`src/rtl/riscv_mem_pkg.sv`:
```
// rtl/riscv_mem_pkg.sv - shared types for the iBus/dBus memory arbiter
package riscv_mem_pkg;

   localparam int MASK_W = 4;

   typedef enum logic {
      OWN_I = 1'b0,
      OWN_D = 1'b1
   } owner_e;

   typedef enum logic [1:0] {
      ARB    = 2'd0,
      LOCK_I = 2'd1,
      LOCK_D = 2'd2
   } arb_state_e;

endpackage

```
`src/rtl/mem_tag_fifo.sv`:
```
// rtl/mem_tag_fifo.sv - in-order owner-tag FIFO for outstanding memory reads
module mem_tag_fifo
   import riscv_mem_pkg::*;
#(
   parameter int DEPTH = 2
) (
   input  logic   clk,
   input  logic   rst,
   input  logic   i_push,
   input  owner_e i_push_owner,
   input  logic   i_pop,
   output logic   o_full,
   output logic   o_empty,
   output owner_e o_head
);

   localparam int PTR_W = (DEPTH > 1) ? $clog2(DEPTH) : 1;
   localparam int CNT_W = $clog2(DEPTH + 1);

   logic [DEPTH-1:0] r_mem;
   logic [PTR_W-1:0] r_wr_ptr;
   logic [PTR_W-1:0] r_rd_ptr;
   logic [CNT_W-1:0] r_count;
   logic             w_push;
   logic             w_pop;

   function automatic logic [PTR_W-1:0] next_ptr(input logic [PTR_W-1:0] p);
      return (p == PTR_W'(DEPTH - 1)) ? '0 : p + 1'b1;
   endfunction

   assign o_full  = (r_count == CNT_W'(DEPTH));
   assign o_empty = (r_count == '0);
   assign w_push  = i_push & ~o_full;
   assign w_pop   = i_pop & ~o_empty;
   assign o_head  = owner_e'(r_mem[r_rd_ptr]);

   always_ff @(posedge clk or posedge rst) begin
      if (rst) begin
         r_mem    <= '0;
         r_wr_ptr <= '0;
         r_rd_ptr <= '0;
         r_count  <= '0;
      end else begin
         if (w_push) begin
            r_mem[r_wr_ptr] <= i_push_owner;
            r_wr_ptr        <= next_ptr(r_wr_ptr);
         end
         if (w_pop) begin
            r_rd_ptr <= next_ptr(r_rd_ptr);
         end
         case ({w_push, w_pop})
            2'b10:   r_count <= r_count + 1'b1;
            2'b01:   r_count <= r_count - 1'b1;
            default: r_count <= r_count;
         endcase
      end
   end

endmodule

```
`src/rtl/riscv_mem_arbiter.sv`:
```
// rtl/riscv_mem_arbiter.sv - shares one single-port memory between iBus and dBus
// dBus has priority; iBus is forced through after STARVE_LIMIT lost cycles.
module riscv_mem_arbiter
   import riscv_mem_pkg::*;
#(
   parameter int ADDR_W       = 15,
   parameter int MAX_OUT      = 2,
   parameter int STARVE_LIMIT = 4
) (
   input  logic              clk,
   input  logic              rst,
   input  logic              i_cmd_valid,
   output logic              i_cmd_ready,
   input  logic [ADDR_W-1:0] i_cmd_pc,
   output logic              i_rsp_valid,
   output logic [31:0]       i_rsp_instr,
   input  logic              d_cmd_valid,
   output logic              d_cmd_ready,
   input  logic              d_cmd_wr,
   input  logic [ADDR_W-1:0] d_cmd_addr,
   input  logic [31:0]       d_cmd_data,
   input  logic [MASK_W-1:0] d_cmd_mask,
   output logic              d_rsp_valid,
   output logic [31:0]       d_rsp_data,
   output logic              m_valid,
   input  logic              m_ready,
   output logic              m_we,
   output logic [ADDR_W-1:0] m_addr,
   output logic [31:0]       m_data,
   output logic [MASK_W-1:0] m_mask,
   input  logic              m_rsp_valid,
   input  logic [31:0]       m_rsp_data,
   output logic              err_rsp
);

   localparam int SC_W = $clog2(STARVE_LIMIT + 1);

   arb_state_e      r_state;
   arb_state_e      w_state_nxt;
   logic [SC_W-1:0] r_starve_cnt;
   logic            r_err;
   logic            w_full;
   logic            w_empty;
   owner_e          w_head;
   owner_e          w_push_owner;
   logic            w_push;
   logic            w_i_ok;
   logic            w_d_ok;
   logic            w_gnt_i;
   logic            w_gnt_d;

   // Reads need a free tag slot; writes return nothing and bypass the gate.
   assign w_i_ok = i_cmd_valid & ~w_full;
   assign w_d_ok = d_cmd_valid & (d_cmd_wr | ~w_full);

   always_ff @(posedge clk or posedge rst) begin
      if (rst) begin
         r_state <= ARB;
      end else begin
         r_state <= w_state_nxt;
      end
   end

   always_comb begin
      w_state_nxt = r_state;
      case (r_state)
         ARB: begin
            if (w_gnt_i & ~m_ready) begin
               w_state_nxt = LOCK_I;
            end else if (w_gnt_d & ~m_ready) begin
               w_state_nxt = LOCK_D;
            end
         end
         LOCK_I, LOCK_D: begin
            if (m_valid & m_ready) begin
               w_state_nxt = ARB;
            end
         end
         default: w_state_nxt = ARB;
      endcase
   end

   // Grant is forced off during reset so every command output reads 0.
   always_comb begin
      w_gnt_i = 1'b0;
      w_gnt_d = 1'b0;
      if (!rst) begin
         case (r_state)
            LOCK_I: w_gnt_i = w_i_ok;
            LOCK_D: w_gnt_d = w_d_ok;
            default: begin
               if ((r_starve_cnt == SC_W'(STARVE_LIMIT)) && w_i_ok) begin
                  w_gnt_i = 1'b1;
               end else if (w_d_ok) begin
                  w_gnt_d = 1'b1;
               end else begin
                  w_gnt_i = w_i_ok;
               end
            end
         endcase
      end
   end

   assign m_valid     = w_gnt_i | w_gnt_d;
   assign m_we        = w_gnt_d & d_cmd_wr;
   assign m_addr      = w_gnt_d ? d_cmd_addr : (w_gnt_i ? i_cmd_pc : '0);
   assign m_data      = w_gnt_d ? d_cmd_data : '0;
   assign m_mask      = w_gnt_d ? d_cmd_mask : '0;
   assign i_cmd_ready = w_gnt_i & m_ready;
   assign d_cmd_ready = w_gnt_d & m_ready;

   always_ff @(posedge clk or posedge rst) begin
      if (rst) begin
         r_starve_cnt <= '0;
      end else if (i_cmd_ready) begin
         r_starve_cnt <= '0;
      end else if (i_cmd_valid && w_gnt_d && (r_starve_cnt != SC_W'(STARVE_LIMIT))) begin
         r_starve_cnt <= r_starve_cnt + 1'b1;
      end
   end

   assign w_push       = i_cmd_ready | (d_cmd_ready & ~d_cmd_wr);
   assign w_push_owner = i_cmd_ready ? OWN_I : OWN_D;

   mem_tag_fifo #(
      .DEPTH (MAX_OUT)
   ) u_tag_fifo (
      .clk          (clk),
      .rst          (rst),
      .i_push       (w_push),
      .i_push_owner (w_push_owner),
      .i_pop        (m_rsp_valid),
      .o_full       (w_full),
      .o_empty      (w_empty),
      .o_head       (w_head)
   );

   assign i_rsp_valid = m_rsp_valid & ~w_empty & (w_head == OWN_I);
   assign d_rsp_valid = m_rsp_valid & ~w_empty & (w_head == OWN_D);
   assign i_rsp_instr = m_rsp_data;
   assign d_rsp_data  = m_rsp_data;

   always_ff @(posedge clk or posedge rst) begin
      if (rst) begin
         r_err <= 1'b0;
      end else if (m_rsp_valid & w_empty) begin
         r_err <= 1'b1;
      end
   end

   assign err_rsp = r_err;

endmodule

```
`config.mk`:
```
export PLATFORM = sky130hd
export DESIGN_NAME = riscv_mem_arbiter
export DESIGN_NICKNAME = d
export VERILOG_FILES = /design/src/rtl/riscv_mem_pkg.sv /design/src/rtl/mem_tag_fifo.sv /design/src/rtl/riscv_mem_arbiter.sv
export SDC_FILE = /design/constraint.sdc
export NUM_CORES = 1
export LEC_CHECK = 0
export ABC_CLOCK_PERIOD_IN_PS = 2500
export CORE_MARGIN = 2
export CORE_UTILIZATION = 23
export DETAILED_ROUTE_END_ITERATION = 8
export PLACE_DENSITY = 0.91
export SLEW_MARGIN = 10
export SYNTH_ARGS = -nofsm -noshare
export SYNTH_HDL_FRONTEND = slang
export SYNTH_SLANG_ARGS = --single-unit
```
`constraint.sdc`:
```
create_clock -name clk -period 2.5 [get_ports clk]
set_clock_uncertainty 0.1 [all_clocks]
set_input_delay 0.25 -clock clk [delete_from_list [all_inputs] [get_ports clk]]
set_output_delay 0.25 -clock clk [all_outputs]
set_load 0.05 [all_outputs]
```
-- Word level (Yosys, flattened, before mapping)
Index checks and enable logic that the tools add are counted.
- register bits after elaboration: 12
- input port bits: 105
- output and inout bits: 122
- logic and storage cells: 83
- $add $sub $neg: 5
- order comparisons: 3
- equality and inequality tests: 9
- mux-type cells: 27
- bitwise gates (word level): 22
- reductions and logical operators: 10
- operators with widths (kind ; number):
    two-way mux 32 bit ; 1
    two-way mux 15 bit ; 2
    bitwise AND 1 bit ; 14
    two-way mux 1 bit ; 12
    one-hot mux 2 bit (2 select lines) ; 2
    == test 2 bit (second input constant) ; 3
    two-way mux 2 bit ; 3
    two-way mux 3 bit ; 2
    inequality test 3 bit (second input constant) ; 2
    NOT 1 bit ; 5
    == test 2 x 1 -> 1 bit (second input constant) ; 2
    logical AND 1 bit ; 4
    zero test 2 bit ; 2
    < comparator 1 x 2 -> 1 bit (second input constant) ; 2
    two-way mux 4 bit ; 1
    one-hot mux 1 bit (2 select lines) ; 2
    nonzero test 2 bit ; 2
    adder 3 x 1 -> 3 bit (second input constant) ; 1
    == test 3 bit (second input constant) ; 1
    bitwise OR 1 bit ; 3
    adder 1 bit (second input constant) ; 2
    adder 2 x 1 -> 2 bit (second input constant) ; 1
    bitwise mux 2 bit ; 1
    inequality test 2 bit (second input constant) ; 1
    5 further kinds ; 5

-- Depth between registers and ports, before layout
- depth in word-level cells: 14
- gate-level depth with buffers: 10
- gate-level depth less buffers: 10

-- Cells and area by module
From an unflattened synthesis, not the netlist that was laid out.
- cell total of the unflattened synthesis: 214
- area, all modules: 1764.2 µm²
- modules (own cells, without submodules) (module ; times used ; cells each ; area each (µm²) ; sequential area each (µm²)):
    riscv_mem_arbiter ; 1 ; 190 ; 1477.7 ; 150.1
    mem_tag_fifo ; 1 ; 24 ; 286.5 ; 150.1

-- Worst setup path before layout
OpenSTA, ideal clock, no wires.
- path type: register to output
- from: register r_state[0]
- to: output m_addr[10]
- arrival time: 2.152 ns
- required time: 2.150 ns
- setup slack: -0.002 ns
- cell stages (with the launch flop): 9
- path buffers: 2
- cells stage by stage: dfrtp_1 > inv_1 > ha_1 > and3b_1 > a311oi_2 > and2_1 > buf_6 > buf_4 > a22o_1
- word-level cells in the longest chain between the ends: 5
- elaborated cells on any way between the ends: 8
- those cells by class: 2 x eq/ne; 6 x mux
- RTL lines (item ; RTL line ; RTL):
    from (decl) ; riscv_mem_arbiter.sv:38 ; arb_state_e r_state;
    from (signal assigned) ; riscv_mem_arbiter.sv:60 ; r_state <= w_state_nxt;
    == test 2 bit or == test 2 x 1 -> 1 bit (tied branches) ; riscv_mem_arbiter.sv:88 ; case (r_state)
    one-hot mux 1 bit (2 select lines) ; riscv_mem_arbiter.sv:88 ;
    two-way mux 1 bit ; riscv_mem_arbiter.sv:87 ; if (!rst) begin
    two-way mux 15 bit ; riscv_mem_arbiter.sv:106 ; assign m_addr = w_gnt_d ? d_cmd_addr : (w_gnt_i ? i_cmd_pc : '0);
    two-way mux 15 bit (*) ; riscv_mem_arbiter.sv:106 ;
    to (decl) ; riscv_mem_arbiter.sv:28 ; output logic [ADDR_W-1:0] m_addr,
Mark *: on every way between the ends. The rest lies on a longest branch, timed or not.

-- Final worst setup path
- from: register r_state[1]
- to: output m_addr[10]
Same word-level chain as after synthesis.

==> summary.txt <==
status = finished, violations left
failing checks = setup timing
min Tclk post-route = 2580 ps
Global Route Usage Sum = 0.185
Gate Count Post-Synth = 206
Post-Synth XOR/XNOR Area = 0.0368
mux share of post-synthesis cell area = 0.0120
Leak = 1.50 nW
HP Class = in2async
CP Launch Type = flip-flop
Layout area overhead = 113%
RePlAce Congestion = 0.819
Post-Syn Nets = 317
Clock Latency Late Sink = 240 ps
DRT met1 WL = 2850 µm
Clock Sink Count = 12
Root Buffer = clkbuf_8
Util after Layout = 0.497
DIE AREA = 0.00793 mm²
crit end category = primary output
# nets final = 390
Critical Path AT = 2230 ps
max_cap viols = 0
cell area after layout = 0.00355 mm²
Final Max Slew Viols = 0
H-tree depth = 1
DP Wirelength = 6420 µm
# DRC = 0
TritonCTS clock tree = yes
largest net degree at the start of global routing = 39
DRT Pass-1 Iters = 4
Routed Wire Length = 8020 µm
largest family of logic cells by synthesized area = buffers and inverters
initial antenna violation count = 0
grt ovf = 0
Hold Buf Count CTS = 0
crit path kind = reg2out
DRT antenna net count = 0
WL met2 = 4370 µm
fmax = 0.388 GHz
setup ws final = -80.0 ps
flops & latches, synth = 12
Post-Synth Simple-Gate Area = 0.235
sequential share of the synthesized area = 0.180
Worst Max-Slew Pin Slew = 494 ps
DRT iter0 DRCs = 35
RSZ-0062 raised after global routing = true
CTS clk-pin slew, worst paths = 50 ps
Finished Layout Cells = 376
average cell area after synthesis = 8.08 µm²
DP Area = 0.00320 mm²
Initial Util = 0.233
endpoints failing setup = 22
final count of hold timing violations = 0
CORE AREA = 0.00714 mm²
post-place setup slack = -34.4 ps
worst-path maximum fanout = 15
Num CTS Buffers = 3
Post-Synth Adder-Cell Area = 0.0451
clock buffer depth = 2
die height = 89.1 µm
worst hold slack = 257 ps
setup total negative slack = -1150 ps
met3 routed WL = 695 µm
Worst Path Required = 2150 ps
top layer in use = met4
Port Buffer Count = 130
yosys warns = 0
Tot Pwr = 3.17 mW
Vias = 1,735
maximum vdd drop = 0.000579 V
vias in the first global route = 1,772
Routed wire per std cell = 21.3 µm
vias per cell = 4.61
n_diodes = 0
first-pass GRT wire length = 10,800 µm
post-synthesis instance area = 0.00166 mm²
PwrDens = 894 mW/mm²
Distinct cells, synth = 34
Synth Area in Compound Gates = 0.143
IO Pins = 227
Std-Cell Rows = 31
dpl cells = 368
fraction of layout cells with a size suffix above 1 = 0.430
FILL cells = 649
slew margin rel. = 0.670
die width = 89.1 µm
final period utilization = 1.03
-- kinds of logic after synthesis --
family	count (synthesis)
adders and majority gates	6
muxes	2
xor gates and xnor gates	7
DFF	12
buffers and inverters	84
and+or+nand+nor	67
AOI/OAI and AO/OA	28
-- cells in the mapped netlist, drive strengths merged --
| master | n | share of area |
|---|---|---|
| and3b | 1 | 0.0053 |
| a211oi | 1 | 0.0045 |
| nand3 | 3 | 0.0090 |
| a21o | 2 | 0.0090 |
| o32a | 1 | 0.0060 |
| xor2 | 2 | 0.011 |
| o21ai | 2 | 0.0060 |
| dfrtp | 12 | 0.18 |
| xnor2 | 5 | 0.026 |
| nor2b | 2 | 0.0075 |
| or3b | 1 | 0.0053 |
| a21oi | 1 | 0.0030 |
| nand2 | 4 | 0.0090 |
| nand4 | 3 | 0.011 |
| nor2 | 10 | 0.027 |
| o31ai | 2 | 0.0090 |
| a41oi | 1 | 0.0053 |
| a22o | 15 | 0.079 |
| o2bb2ai | 1 | 0.0053 |
| a311oi | 1 | 0.0090 |
| ha | 6 | 0.045 |
| inv | 9 | 0.020 |
| nor3 | 2 | 0.0060 |
| mux2i | 2 | 0.012 |
| and2 | 2 | 0.0075 |
| and3 | 36 | 0.14 |
| o2111a | 1 | 0.0068 |
| nor3b | 1 | 0.0045 |
| clkbuf | 5 | 0.011 |
| buf | 70 | 0.32 |
| nand2b | 2 | 0.0075 |
-- placed cells by master (no fill, tap or decap), types with 2 or more instances in the layout --
| cell | n |
|---|---|
| a21o_1 | 2 |
| a22o_1 | 4 |
| a22o_4 | 11 |
| and3_1 | 12 |
| and3_4 | 24 |
| buf_12 | 58 |
| buf_4 | 11 |
| clkbuf_8 | 3 |
| clkdlybuf4s50_1 | 73 |
| dfrtp_1 | 12 |
| ha_1 | 5 |
| inv_1 | 7 |
| inv_2 | 2 |
| mux2i_1 | 2 |
| nand2_1 | 2 |
| nand2_2 | 2 |
| nand2b_1 | 2 |
| nand3_1 | 3 |
| nand4_1 | 3 |
| nor2_1 | 8 |
| nor2_4 | 2 |
| nor2b_1 | 2 |
| nor3_1 | 2 |
| o21ai_0 | 2 |
| o31ai_1 | 2 |
| xnor2_1 | 5 |
| xor2_1 | 2 |
-- final timing paths --
path,slack [ps],end,from,depth (start not counted)
worst max-delay path,-80,m_addr[10],r_state[1]$_DFFE_PP0P_,9
worst min-delay path,260,u_tag_fifo.r_wr_ptr$_DFFE_PP0N_,rst,3
worst max register to register,-10,u_tag_fifo.r_count[1]$_DFFE_PP0P_,r_state[1]$_DFFE_PP0P_,10
worst min register to register,370,err_rsp$_DFFE_PP0P_,err_rsp$_DFFE_PP0P_,1
max in group asynchronous,1890,r_starve_cnt[1]$_DFFE_PP0P_,rst,3
min in group clk,370,err_rsp$_DFFE_PP0P_,err_rsp$_DFFE_PP0P_,1
-- worst max-delay path, stage by stage (launching register included) --
cell	delay [ps]
dfrtp_1	360
inv_2	60
ha_4	270
and3b_2	220
a311oi_4	280
and2_4	220
nor2_4	50
buf_12	150
a22o_4	230
buf_12	150
-- metal layers --
layer	vias to the layer above	track usage
met5	-	0
met4	0	0.0380
met3	5	0.0406
met2	107	0.366
met1	829	0.200
li1	794	-
-- registers in the layout (all words and copies together), names as in the netlist --
| name | cells |
|---|---|
| u_tag_fifo.r_mem | 2 |
| u_tag_fifo.r_rd_ptr | 1 |
| r_state | 2 |
| err_rsp | 1 |
| u_tag_fifo.r_wr_ptr | 1 |
| r_starve_cnt | 3 |
| u_tag_fifo.r_count | 2 |
-- final cells by class --
type	count	area [µm²]	area share
multi-input cells	110	1050	0.295
inverters	9	33.8	0.00953
well taps	99	124	0.0349
repair buffers	143	2000	0.564
clock buffers	3	41.3	0.0116
flip-flops and latches	12	300	0.0847
-- timing repair --
action,in CTS,in global routing
pin swaps,4,1
setup buffers,3,1
endpoints found under the setup margin,55,57
resized for setup,48,1
cloned,0,1
-- where the power goes --
group          switching [mW]  internal (mW)
Sequential             0.0850          0.281
Combinational            1.36           1.27
Clock                  0.0653          0.106
Total                    1.51           1.66
No activity file was read; power rests on OpenSTA's default activity.
